===== config.mk =====
export PLATFORM = sky130hd
export DESIGN_NAME = csr_abstract_cmd
export DESIGN_NICKNAME = d
export VERILOG_FILES = /design/src/rtl/csr_abstract_cmd.sv
export SDC_FILE = /design/constraint.sdc
export NUM_CORES = 1
export LEC_CHECK = 0
export ABC_AREA = 1
export CAP_MARGIN = 20
export CORE_ASPECT_RATIO = 1.2
export CORE_MARGIN = 2
export CORE_UTILIZATION = 40
export CTS_BUF_LIST = sky130_fd_sc_hd__clkbuf_8
export CTS_CLUSTER_SIZE = 14
export DETAILED_ROUTE_END_ITERATION = 12
export PLACE_DENSITY = 0.82
export SYNTH_ARGS = -nofsm -noshare
export SYNTH_HDL_FRONTEND = slang
export SYNTH_SLANG_ARGS = --single-unit
export TNS_END_PERCENT = 1

===== constraint.sdc =====
create_clock -name clk -period 2.6 [get_ports clk]
set_clock_uncertainty 0.05 [all_clocks]
set_input_delay 0.52 -clock clk [delete_from_list [all_inputs] [get_ports clk]]
set_output_delay 0.52 -clock clk [all_outputs]
set_load 0.02 [all_outputs]

===== src/rtl/csr_abstract_cmd.sv =====
// Debug-module abstract-command engine for CSR access.
// Arbitrates for the shared CSR port and runs one read or write per command.
module csr_abstract_cmd #(
    parameter int XLEN     = 32,
    parameter int CSR_ALEN = 12,
    parameter int RFLEN    = 5
) (
    input  logic             clk,
    input  logic             rst_n,
    input  logic             cmd_write,
    input  logic [31:0]      cmd,
    input  logic [XLEN-1:0]  data0_in,
    output logic             data0_we,
    output logic [XLEN-1:0]  data0_wdata,
    input  logic [2:0]       cmderr_clear,
    input  logic             halted,
    output logic             busy,
    output logic [2:0]       cmderr,
    output logic             csr_req,
    input  logic             csr_gnt,
    output logic [XLEN-1:0]  csr_addr,
    output logic [XLEN-1:0]  csr_reg_in,
    output logic [XLEN-1:0]  csr_imm_in,
    output logic [RFLEN-1:0] csr_rs,
    output logic [2:0]       csr_f3,
    output logic             csr_write,
    output logic             csr_debug,
    input  logic [XLEN-1:0]  csr_reg_out,
    input  logic             csr_illegal
);

    typedef enum logic [1:0] {IDLE, REQ, ACCESS, DONE} state_t;

    state_t              state;
    logic                wr_q;
    logic [CSR_ALEN-1:0] regno_q;
    logic                bad_cmd;
    logic                err_set;
    logic [2:0]          err_code;
    logic                unused_cmd;

    assign unused_cmd = cmd[23];
    assign csr_imm_in = '0;

    assign bad_cmd = (cmd[31:24] != 8'd0) || (cmd[22:20] != 3'd2) ||
                     cmd[19] || cmd[18] ||
                     (cmd[17] && (cmd[15:0] > 16'h0FFF));

    // Only the first error after a clear is recorded.
    always_comb begin
        err_set  = 1'b0;
        err_code = 3'd0;
        if (cmderr == 3'd0) begin
            if (cmd_write && state != IDLE) begin
                err_set  = 1'b1;
                err_code = 3'd1;
            end else begin
                unique case (1'b1)
                    (state == IDLE): begin
                        if (cmd_write && bad_cmd) begin
                            err_set  = 1'b1;
                            err_code = 3'd2;
                        end else if (cmd_write && !halted) begin
                            err_set  = 1'b1;
                            err_code = 3'd4;
                        end
                    end
                    (state == REQ): begin
                        if (!halted) begin
                            err_set  = 1'b1;
                            err_code = 3'd4;
                        end
                    end
                    (state == ACCESS): begin
                        if (csr_illegal) begin
                            err_set  = 1'b1;
                            err_code = 3'd3;
                        end
                    end
                    default: ;
                endcase
            end
        end
    end

    always_ff @(posedge clk or negedge rst_n) begin
        if (!rst_n) begin
            cmderr <= 3'd0;
        end else if (err_set) begin
            cmderr <= err_code;
        end else begin
            cmderr <= cmderr & ~cmderr_clear;
        end
    end

    always_ff @(posedge clk or negedge rst_n) begin
        if (!rst_n) begin
            state       <= IDLE;
            wr_q        <= 1'b0;
            regno_q     <= '0;
            busy        <= 1'b0;
            data0_we    <= 1'b0;
            data0_wdata <= '0;
            csr_req     <= 1'b0;
            csr_addr    <= '0;
            csr_reg_in  <= '0;
            csr_rs      <= '0;
            csr_f3      <= 3'd0;
            csr_write   <= 1'b0;
            csr_debug   <= 1'b0;
        end else begin
            unique case (state)
                IDLE: begin
                    if (cmd_write && cmderr == 3'd0 &&
                        !bad_cmd && halted) begin
                        busy <= 1'b1;
                        if (cmd[17]) begin
                            state   <= REQ;
                            csr_req <= 1'b1;
                            wr_q    <= cmd[16];
                            regno_q <= cmd[CSR_ALEN-1:0];
                        end else begin
                            state <= DONE;
                        end
                    end
                end
                REQ: begin
                    // Losing halt aborts even if the grant arrives now.
                    if (!halted) begin
                        state   <= DONE;
                        csr_req <= 1'b0;
                    end else if (csr_gnt) begin
                        state      <= ACCESS;
                        csr_write  <= 1'b1;
                        csr_debug  <= 1'b1;
                        csr_addr   <= {{(XLEN-CSR_ALEN){1'b0}}, regno_q};
                        csr_f3     <= wr_q ? 3'b001 : 3'b010;
                        csr_reg_in <= wr_q ? data0_in : '0;
                        csr_rs     <= wr_q ? RFLEN'(1) : '0;
                    end
                end
                ACCESS: begin
                    state      <= DONE;
                    csr_req    <= 1'b0;
                    csr_write  <= 1'b0;
                    csr_debug  <= 1'b0;
                    csr_addr   <= '0;
                    csr_f3     <= 3'd0;
                    csr_reg_in <= '0;
                    csr_rs     <= '0;
                    if (!wr_q && !csr_illegal) begin
                        data0_we    <= 1'b1;
                        data0_wdata <= csr_reg_out;
                    end
                end
                DONE: begin
                    state    <= IDLE;
                    busy     <= 1'b0;
                    data0_we <= 1'b0;
                end
                default: state <= IDLE;
            endcase
        end
    end

endmodule


* Word level (Yosys, flattened, before mapping)
Index checks and enable logic that the tools add are counted.
** Cells by class
- Magnitude comparators :: 1
- Eq/ne operators :: 11
- Multiplexer cells :: 46
- Bitwise gates (word level) :: 2
- Reductions and logical operators :: 31
** Operators by type and width (number)
- $mux W32 :: 5
- $pmux W32 S2 :: 2
- $mux W3 :: 8
- $gt A16 B12 Y1 const B :: 1
- $mux W1 :: 14
- $mux W2 :: 6
- $mux W5 :: 2
- $pmux W5 S2 :: 1
- $pmux W3 S3 :: 1
- $logic_and A1 B1 Y1 :: 8
- $ne A2 B2 Y1 const B :: 4
- $pmux W2 S4 :: 1
- $reduce_and A2 Y1 :: 4
- $reduce_bool A2 Y1 :: 4
- $reduce_bool A8 Y1 :: 1
- $pmux W1 S2 :: 3
- $pmux W1 S3 :: 2
- $pmux W3 S2 :: 1
- $reduce_and A3 Y1 :: 2
- $eq A2 B2 Y1 const B :: 2
- $logic_not A1 Y1 :: 4
- $logic_or A1 B1 Y1 :: 4
- $ne A2 B1 Y1 const B :: 2
- $reduce_and A4 Y1 :: 1
- other kinds (8) :: 8
** Word-level totals
- Flip-flop bits (word level) :: 126
- Word-level logic and storage cells :: 104

* Longest topological paths before layout
Gate-level depths: netlist of the first run.
- Depth after elaboration :: 11
- Gate-level depth with buffers :: 11
- Mapped depth without buffers :: 11

* Worst setup path before layout of the first run
Ideal clock, no wire load.
- Path type :: input to register
- Start point :: input cmd[25]
- End point :: register regno_q[10]
- Setup time :: 0.117 ns
- Data arrival time :: 1.522 ns
- Setup slack :: 0.910 ns
- Stages on the path :: 8
- Buffers on the path :: 2
- Cell sequence :: or2_0 -> nor2_1 -> nand3_2 -> nor2_2 -> and3_1 -> buf_6 -> buf_8 -> o21ai_2
** Between the ends
- Cells in the longest elaborated chain, start to end :: 9
** Ends and longest elaborated chain
- from (decl) :: line 11 : input logic [31:0] cmd,
- $reduce_bool A8 Y1 :: line 45 : assign bad_cmd = (cmd[31:24] != 8'd0) || (cmd[22:20] != 3'd2) ||
- $logic_or A1 B1 Y1 (2 in a row) :: line 45
- $logic_or A1 B1 Y1 (2 in a row) :: line 46 : cmd[19] || cmd[18] ||
- $logic_not A1 Y1 :: line 115 : !bad_cmd && halted) begin
- $logic_and A1 B1 Y1 :: line 114 : if (cmd_write && cmderr == 3'd0 &&
- $logic_and A1 B1 Y1 :: line 115
- $reduce_and A3 Y1 (no source line)
- to (signal assigned) :: line 121 : regno_q <= cmd[CSR_ALEN-1:0];
- to (decl) :: line 36 : logic [CSR_ALEN-1:0] regno_q;
Every way passes these cells.
A chain may end at the register's enable or synchronous reset.

* Final worst setup path of the first run
- Start point :: register csr_f3[0]
- End point :: output csr_f3[0]
** RTL lines
- from (decl) :: line 25 : output logic [2:0] csr_f3,
- from (signal assigned) :: line 137 : csr_f3 <= wr_q ? 3'b001 : 3'b010;
No word-level cell between the ends.

==> impl_metrics.csv, run 1 <==
group,metric,value,unit
clocking,clockBufferDepth,2,
yosys,syn_inst,467,
place,gp_congestion,0.859,
clocking,cts.sink_count,100,
floorplanning,core-area,11500,µm²
setup_path,critPathBufInv,1,
power,power_density,764,nW/µm²
outcome,status,"finished clean",
worst_hold_path,hp-class,"in -> async",
yosys,avgSynthCellArea,9.97,µm²
yosys,synth.distinct_cells,26,
setup_path,required,2030,ps
power,peakVddDrop,506,µV
floorplanning,start_util,0.406,
layout,area_growth_syn_to_layout,43.4,%
place,hpwl,8.75,mm
drt,vias,3736,
timing,finalCritPeriodShare,0.757,
setup_path,critPathMaxFanout,3,
timing,worst_pin_slew,541,ps
grt,grtUsageTotal,0.186,
timing,hold_slack,70.6,ps
floorplanning,die_x,103,µm
power,p_leak,3.23,nW
layout,antennaDiodeCount,0,
timing,rsz0062_at_grt,"false",
floorplanning,io_pins,249,
clocking,cts_buffers,9,
timing,drv_slew,0,
floorplanning,dieArea,12500,µm²
layout,final_nets,759,
floorplanning,die_h,122,µm
drt,wl_per_cell,14.5,µm
timing,relSlewSlack,0.639,
timing,setup-tns-final,0,ps
setup_path,crit_chain,"clkdlybuf4s50_1",
clocking,clock_latency,360,ps
yosys,ys_seq_elements,100,
timing,hold_viol,0,
clocking,ctsHoldBuffers,0,
clocking,post_cts_buffers,0,
yosys,ys_seq_area_frac,0.537,
drt,routed_wl,11.8,mm
layout,post-route-util,0.583,
timing,setup_viol,0,
drt,ant_nets,0,
setup_path,crit_type,"reg -> out",
timing,clock.fmax,0.508,GHz
drt,drc,0,
yosys,synthesis.area,4660,µm²
drt,drtIter0Drc,146,
place,io_buffers,190,
grt,grt_pass1_wl,18.2,mm
drt,vias_per_cell,4.61,
setup_path,slowest_stage,"clkdlybuf4s50_1",
setup_path,critPathCaptureType,"output pin",
clocking,htreeDepth,3,
clocking,ctsResizeCount,0,
setup_path,critPathArrivalTime,1400,ps
grt,grt_remaining_overflow,0,
grt,grt_max_degree,61,
clocking,cts.clk_slew.worst_paths,100,ps
drt,dr.pass1.iters,4,
clocking,tritoncts,"yes",
grt,antenna_found_initial,0,
setup_path,cp-start-kind,"flip-flop",
yosys,ys.warnings.count,0,
setup_path,crit_path_max_incr_delay,630,ps
job,drv_cap,0,
timing,period_needed,1970,ps
floorplanning,row_count,43,
layout,drive_gt1_frac,0.112,
clocking,clock_tree.root_cell,"clkbuf_8",
setup_path,cp_top_family,"buffers and inverters",
grt,grt_pass1_vias,3779,
power,p_total,5.10,mW
## placed cells by master, fill, tap and decap left out, drive strengths merged
cell / n
o21ai: 34
nand2: 68
a21oi: 9
conb: 57
and3: 1
or2: 1
clkinv: 2
buf: 9
dfrtp: 100
clkdlybuf4s50: 189
ha: 5
nor2: 15
mux2: 32
inv: 31
nor3: 1
clkbuf: 10
nand3: 88
clkinvlp: 1
nand3b: 1
## cell families after synthesis
family | count (synthesis) | synth area share
multiplexers | 32 | 0.0774
buffers and inverters | 111 | 0.146
AND/OR/NAND/NOR | 175 | 0.171
adder cells (fa/ha/maj) | 5 | 0.0134
AO/OA/AOI/OAI | 43 | 0.0543
flip-flops | 100 | 0.537
other | 1 | 0.000805
## power breakdown
group | total [mW] | switching [mW] | internal, mW | leakage (nW)
sequential | 2.06 | 0.203 | 1.86 | 1.31
combinational | 2.10 | 1.19 | 0.907 | 1.82
clock | 0.937 | 0.552 | 0.385 | 0.0962
total | 5.10 | 1.95 | 3.15 | 3.23
## worst paths after layout
| check | from | to | slack [ps] | cells past startpoint |
|---|---|---|---|---|
| setup / recovery | csr_f3[0] | csr_f3[0] | 630 | 1 |
| hold / removal | rst_n | regno_q[6] | 70 | 1 |
| setup reg to reg | state[1] | csr_addr[9] | 690 | 7 |
| hold reg to reg | data0_wdata[30] | data0_wdata[30] | 460 | 1 |
| max in group asynchronous | rst_n | csr_reg_in[18] | 1690 | 2 |
| min in group clk | data0_wdata[30] | data0_wdata[30] | 460 | 1 |
## state kept, by name (all words and copies together), names as in the netlist, 2 cells and up
name         count
cmderr           3
state            2
csr_f3           2
data0_wdata     32
csr_reg_in      32
csr_addr        12
regno_q         12
## per-stage QoR
step           setup WS [ps]  cells  cell area [µm²]
3_3_place_gp             359    795             6490
3_5_place_dp             314    795             6490
4_1_cts                  596    811             6680
2_1_floorplan            910    523             4870
6_report                 631    811             6680
5_1_grt                  511    811             6680
## area by class of cell
class                           instances  area (µm²)
Clock inverter                          6        48.8
Multi-Input combinational cell        312        1690
Clock buffer                           10         138
Tap cell                              157         196
Fill cell                             994        4780
Timing Repair Buffer                  198        2000
Sequential cell                       100        2500
Inverter                               28         105
## Yosys cell counts
| cell type | n | share of area |
|---|---|---|
| conb_1 | 1 | 0.00081 |
| dfrtp_1 | 100 | 0.54 |
| nand2_2 | 1 | 0.0013 |
| nor2_2 | 2 | 0.0027 |
| nor3_2 | 1 | 0.0021 |
| o21ai_0 | 23 | 0.025 |
| a21oi_1 | 9 | 0.0097 |
| buf_4 | 59 | 0.095 |
| and3_1 | 1 | 0.0013 |
| nor2_1 | 13 | 0.010 |
| o21ai_2 | 10 | 0.019 |
| buf_6 | 1 | 0.0024 |
| o21ai_1 | 1 | 0.0011 |
| ha_1 | 5 | 0.013 |
| buf_1 | 2 | 0.0016 |
| or2_0 | 1 | 0.0013 |
| nand3b_1 | 1 | 0.0016 |
| mux2_2 | 32 | 0.077 |
| inv_1 | 28 | 0.023 |
| nand2_1 | 67 | 0.054 |
| clkbuf_1 | 13 | 0.010 |
| buf_2 | 6 | 0.0064 |
| nand3_1 | 87 | 0.093 |
| buf_8 | 1 | 0.0032 |
| buf_12 | 1 | 0.0043 |
| nand3_2 | 1 | 0.0021 |
## per-layer routing
layer | track usage | up-vias | share of wire
met1 | 0.219 | 1788 | 0.39
met3 | 0.0407 | 13 | 0.066
li1 | - | 1780 | -
met2 | 0.337 | 155 | 0.53
met4 | 0.0525 | 0 | 0.012
met5 | 0 | - | 0
Note: power is estimated with default switching activity, not from simulation.
==> run 2, diff against run 1 <==
CORE_UTILIZATION = 37   (was 40)
PLACE_DENSITY = 0.8   (was 0.82)
clock period = 1.75 ns   (was 2.6 ns; I/O delays follow)
==> impl_metrics.csv, run 2 (synthesis gave the netlist of run 1 again) <==
group,metric,value,unit
outcome,status,"finished with violations",
outcome,violations,"hold timing",
clocking,tritoncts,"yes",
layout,fin_area,6880,µm²
worst_hold_path,hp-class,"in -> async",
setup_path,crit_chain,"clkdlybuf4s50_1",
grt,grt_max_degree,101,
clocking,clock_tree.root_cell,"clkbuf_8",
floorplanning,core-area,12200,µm²
clocking,cts.sink_count,100,
setup_path,crit_type,"reg -> out",
timing,drv_slew,0,
clocking,clock_latency,350,ps
timing,period_needed,1700,ps
layout,final_common_cell,"clkdlybuf4s50_1",
setup_path,critPathCaptureType,"output pin",
timing,relSlewSlack,0.632,
drt,ant_nets,0,
layout,final_nets,771,
grt,grt_remaining_overflow,0,
timing,hold_viol,28,
setup_path,ff2ff_setup_slack,50,ps
power,p_leak,4.11,nW
power,p_comb_frac,0.399,
timing,finalCritPeriodShare,0.970,
place,io_buffers,190,
setup_path,critPathBufInv,1,
floorplanning,dieArea,13500,µm²
floorplanning,start_util,0.383,
place,place_area,6580,µm²
power,p_int,4.80,mW
setup_path,crit_path_max_incr_delay,600,ps
place,gp_congestion,0.759,
layout,drive_gt1_frac,0.134,
place,hpwl,8.86,mm
setup_path,critPathMaxFanout,2,
power,p_total,7.67,mW
grt,grt_pass1_vias,3784,
setup_path,critPathArrivalTime,1300,ps
power,seqPwrFrac,0.396,
floorplanning,die_x,106,µm
floorplanning,die_h,127,µm
layout,antennaDiodeCount,0,
clocking,cts_buffers,9,
floorplanning,row_count,44,
drt,dr.pass1.iters,5,
drt,wl_per_cell,14.8,µm
drt,drtIter0Drc,133,
clocking,htreeDepth,3,
job,drv_cap,0,
drt,routed_wl,12.2,mm
drt,vias_per_cell,4.59,
power,p_sw_frac,0.375,
grt,grt_pass1_wl,18.6,mm
power,peakVddDrop,799,µV
setup_path,r2r_end,"csr_addr[3]",
setup_path,slowest_stage,"clkdlybuf4s50_1",
clocking,cts.clk_slew.worst_paths,90,ps
grt,antenna_found_initial,0,
setup_path,cp_top_family,"buffers and inverters",
timing,hold_slack,-46.8,ps
timing,clock.fmax,0.589,GHz
setup_path,required,1350,ps
layout,final_cell_mix,"109 x clkdlybuf4s50_1, 100 x dfrtp_1, 86 x nand3_1",
setup_path,r2r-start,"state[1]",
layout,area_growth_syn_to_layout,47.7,%
timing,worst_pin_slew,551,ps
clocking,clockBufferDepth,2,
layout,top_regs,"csr_reg_in (32), data0_wdata (32)",
drt,drc,0,
floorplanning,io_pins,249,
power,clkPwrFrac,0.205,
drt,vias,3792,
timing,setup_viol,0,
power,p_sw,2.88,mW
setup_path,rr_worst_depth,7,
grt,grtUsageTotal,0.172,
power,power_density,1110,nW/µm²
timing,rsz0062_at_grt,"true",
setup_path,cp-start-kind,"flip-flop",
-- run 2: changes by cell type in the layout (fill, tap and decap cells not counted), sizes merged --
cell / change
inv: -2
bufinv: +2
clkdlybuf4s50: -80
dlymetal6s2s: +34
buf: +11
dlygate4sd2: +46
-- run 2: per-stage QoR --
step	cells	hold slack [ps]	setup slack, ps	TNS [ps]	util
4_1_cts	822	4.38	0.255	0	0.554
3_5_place_dp	807	403	-299	-4910	0.541
2_1_floorplan	523	4.41	130	0	-
3_3_place_gp	807	393	-237	-3810	0.541
6_report	826	-46.8	51.7	0	0.566
5_1_grt	826	12.2	-46.7	-60.4	0.566
-- run 2: layout make-up --
type | count | area [µm²]
clock buffer | 9 | 124
multi-input combinational | 312 | 1710
tap | 161 | 201
timing repair buffer | 210 | 2140
clock inverter | 6 | 90.1
fill | 1058 | 5290
inverter | 28 | 109
sequential | 100 | 2500
-- run 2: worst max-delay path by stage --
stage                          from         endpoint  slack (ps)  cells after the start
floorplan                 cmderr[0]      regno_q[10]         130                      7
global placement            cmd[25]       regno_q[1]        -240                      8
detailed placement          cmd[25]       regno_q[2]        -300                      9
CTS                       csr_f3[1]        csr_f3[1]         0.3                      1
global route               state[1]      csr_addr[3]         -50                      7
finish              data0_wdata[20]  data0_wdata[20]          50                      1
-- run 2: timing repair --
action / 4_1_cts / 5_1_grt
pin swaps: 0 / 1
buffers inserted: 0 / 4
hold buffers: 0 / 0
resized for setup: 46 / 41
cloned: 0 / 0
setup endpoints to repair: 46 / 54
-- run 2: power groups by stage --
stage          Clock, mW  Sequential [mW]  Combinational, mW
4_1_cts             1.63             3.03               3.06
3_3_place_gp           0             3.07               3.20
2_1_floorplan          0             3.59               1.21
6_report            1.58             3.03               3.06
3_5_place_dp           0             3.09               3.27
5_1_grt             1.72             3.09               3.32
-- run 2: routing by layer --
layer / GRT usage / part of all wire / up-vias
li1: - / - / 1805
met1: 0.204 / 0.38 / 1805
met2: 0.311 / 0.53 / 171
met3: 0.0427 / 0.075 / 11
met4: 0.0420 / 0.011 / 0
met5: 0 / 0 / -
==> RTL edit, RTL diff (settings of run 2) <==
Put one more register stage on the output `cmderr`, with the module's reset. The value now appears one clock later. The other outputs are not delayed to match.
--- a/src/rtl/csr_abstract_cmd.sv
+++ b/src/rtl/csr_abstract_cmd.sv
@@ -31,6 +31,8 @@
 
     typedef enum logic [1:0] {IDLE, REQ, ACCESS, DONE} state_t;
 
+    logic [2:0] cmderr_s0;
+
     state_t              state;
     logic                wr_q;
     logic [CSR_ALEN-1:0] regno_q;
@@ -50,7 +52,7 @@
     always_comb begin
         err_set  = 1'b0;
         err_code = 3'd0;
-        if (cmderr == 3'd0) begin
+        if (cmderr_s0 == 3'd0) begin
             if (cmd_write && state != IDLE) begin
                 err_set  = 1'b1;
                 err_code = 3'd1;
@@ -85,11 +87,11 @@
 
     always_ff @(posedge clk or negedge rst_n) begin
         if (!rst_n) begin
-            cmderr <= 3'd0;
+            cmderr_s0 <= 3'd0;
         end else if (err_set) begin
-            cmderr <= err_code;
+            cmderr_s0 <= err_code;
         end else begin
-            cmderr <= cmderr & ~cmderr_clear;
+            cmderr_s0 <= cmderr_s0 & ~cmderr_clear;
         end
     end
 
@@ -111,7 +113,7 @@
         end else begin
             unique case (state)
                 IDLE: begin
-                    if (cmd_write && cmderr == 3'd0 &&
+                    if (cmd_write && cmderr_s0 == 3'd0 &&
                         !bad_cmd && halted) begin
                         busy <= 1'b1;
                         if (cmd[17]) begin
@@ -163,5 +165,13 @@
         end
     end
 
+    always_ff @(posedge clk or negedge rst_n) begin
+        if (!rst_n) begin
+            cmderr <= '0;
+        end else begin
+            cmderr <= cmderr_s0;
+        end
+    end
+
 endmodule
 
Formal check against the unedited RTL: not equivalent (Yosys sat finds a counterexample within 4 cycles, from zero or initial values and one cycle with rst_n low).
==> RTL edit against run 2 <==
  * The run still ends with hold timing left
  * Routed wire length down 1.2%
  * Power about the same
  * Sequential cell count up 3
  * Setup slack worse by 0.0089 ns
  * Fmax down 0.52%
  * Clock power down 4%
  * Cell area up 0.29%
  * Synthesized area up 1.6%
==> RTL edit: results (changes against run 2) <==
{| class="wikitable"
! Metric !! Value
|-
| Result of the run || finished with violations
|-
| Violations in the final reports || hold timing
|-
| Clock slew seen by the registers of the worst setup and hold paths || 0.10 ns
|-
| Internal power consumption || 4.76 mW (-0.66%)
|-
| PortBufs || 190 (unchanged)
|-
| Worst path arrival time || 1.31 ns
|-
| Overall via count from detail_route || 3815 (+0.61%)
|-
| Clock Latency Late Sink || 0.36 ns
|-
| Worst setup slack before clock tree synthesis || -0.286 ns (+0.0129 ns)
|-
| Post-detailed-placement cell area || 6640 um2 (+0.89%)
|-
| Syn. warnings || 0 (unchanged)
|-
| Pre-Repair DR Iteration Count || 4 (-1)
|-
| Hold Fails Final Rpt || 14 (-50%)
|-
| Pin count of the biggest net entering global routing || 104 (+3.0%)
|-
| Average routed wire per standard cell || 14.6 um (-1.5%)
|-
| Worst Max-Slew Pin Slew || 0.540 ns (-0.0112 ns)
|-
| Total leakage power || 4.11 nW (about the same)
|-
| Global-route wire length before repair || 18800 um (+0.63%)
|-
| Top cells by area, synth || sky130_fd_sc_hd__dfrtp_1 (54%), sky130_fd_sc_hd__buf_4 (9.4%), sky130_fd_sc_hd__nand3_1 (9.2%)
|-
| Sequential fraction of the synthesis area || 0.545 (+0.00734)
|-
| Maximum number of buffers from clock root to sink || 2 (unchanged)
|-
| Final GP Congestion || 0.814 (+7.3%)
|-
| List of most frequent post-synthesis cells || sky130_fd_sc_hd__dfrtp_1 (103), sky130_fd_sc_hd__nand3_1 (87), sky130_fd_sc_hd__nand2_1 (67), sky130_fd_sc_hd__buf_4 (59), sky130_fd_sc_hd__mux2_2 (32)
|-
| Slowest-stage cell, CP || sky130_fd_sc_hd__clkdlybuf4s50_1
|-
| Slowest cell delay on critical path || 0.60 ns (about the same)
|-
| Inserted Diodes || 0 (unchanged)
|-
| Largest registers || csr_reg_in x32, data0_wdata x32
|-
| Max rail drop VDD || 0.634 mV (-21%)
|-
| Path type of the worst min-delay path || in2async
|-
| Placed wire-length estimate after detailed placement || 8780 um (-0.87%)
|-
| Clock Tree Root || sky130_fd_sc_hd__clkbuf_8
|-
| Top cell family by delay on the critical path || buffers and inverters
|-
| Asr flop ratio synth || 1.00 (unchanged)
|-
| Level count of the clock H-tree || 3 (unchanged)
|-
| Maximum net fanout on the critical path || 2 (unchanged)
|-
| Hold Worst Slack || -0.0284 ns (+0.0185 ns)
|-
| Initial detailed-routing violation count || 178 (+34%)
|-
| Post-synth top area cell || sky130_fd_sc_hd__dfrtp_1
|-
| Maximum clock frequency || 586 MHz (-0.52%)
|-
| Share of layout cells above drive strength 1 || 0.132 (-0.00150)
|-
| GRT Overall Usage || 0.175 (+0.00292)
|-
| Overall die area || 13700 um2 (+1.6%)
|}
-- RTL edit: path summary, 6_finish.rpt --
path / startpoint / endpoint / slack (ns) / cells past startpoint
max: data0_wdata[19] / data0_wdata[19] / 0.04 / 1
min: rst_n / data0_wdata[16] / -0.03 / 2
max reg2reg: state[0] / csr_addr[11] / 0.11 / 7
min reg2reg: cmderr_s0[1] / cmderr[1] / 0.38 / 0
max in group asynchronous: rst_n / state[0] / 1.24 / 2
min in group clk: cmderr_s0[1] / cmderr[1] / 0.38 / 0
-- RTL edit: power by group through the flow --
stage | combinational (mW) | sequential (mW) | clock [mW]
2_1_floorplan | 1.21 | 3.69 | 0
3_3_place_gp | 3.15 | 3.17 | 0
3_5_place_dp | 3.23 | 3.19 | 0
4_1_cts | 3.03 | 3.13 | 1.56
5_1_grt | 3.29 | 3.19 | 1.65
6_report | 3.02 | 3.13 | 1.52
-- RTL edit: metrics by stage --
| step | util | TNS [ns] | cells |
|---|---|---|---|
| final | 0.550 | 0 | 829 |
| after global routing | 0.550 | -0.00668 | 829 |
| after CTS | 0.539 | -0.192 | 827 |
| after global placement | 0.529 | -7.23 | 812 |
| after floorplan | - | 0 | 526 |
| after detailed placement | 0.529 | -8.51 | 812 |
-- RTL edit: what timing repair did --
item,4_1_cts,5_1_grt
hold endpoints to repair,0,0
buffers inserted,0,2
hold buffers,0,0
gates resized for setup,54,39
gates cloned,0,0
endpoints found under the setup margin,62,111
-- RTL edit: final cells by class --
| type | instances | area (um2) |
|---|---|---|
| Sequential cell | 103 | 2580 |
| Fill cell | 1107 | 5660 |
| Multi-Input combinational cell | 312 | 1710 |
| Inverter | 28 | 109 |
| Timing Repair Buffer | 207 | 2100 |
| Clock buffer | 10 | 138 |
| Clock inverter | 5 | 57.6 |
| Tap cell | 164 | 205 |
-- RTL edit: worst reg2reg max path: stages, from the launching register on --
cell,delay [ns]
sky130_fd_sc_hd__dfrtp_2,0.42
sky130_fd_sc_hd__inv_1,0.08
sky130_fd_sc_hd__ha_1,0.25
sky130_fd_sc_hd__buf_4,0.17
sky130_fd_sc_hd__nor2_4,0.14
sky130_fd_sc_hd__clkinvlp_4,0.11
sky130_fd_sc_hd__buf_12,0.15
sky130_fd_sc_hd__o21ai_0,0.18
-- RTL edit: layer usage --
metal | vias to the layer above | track usage | part of all wire
met4 | 0 | 0.0565 | 0.017
met2 | 145 | 0.332 | 0.54
li1 | 1810 | - | -
met5 | - | 0 | 0
met1 | 1844 | 0.192 | 0.38
met3 | 16 | 0.0346 | 0.063
-- RTL edit: kinds of logic (layout without fill, tap and decap cells) --
kind of cell    Yosys count  count (layout)  synth area share
buf+inv                 111             250             0.144
compound gates           43              43            0.0534
flops                   103             103             0.545
other cells               1              57          0.000792
mux                      32              32            0.0762
fa+ha+maj                 5               5            0.0132
simple gates            175             175             0.168
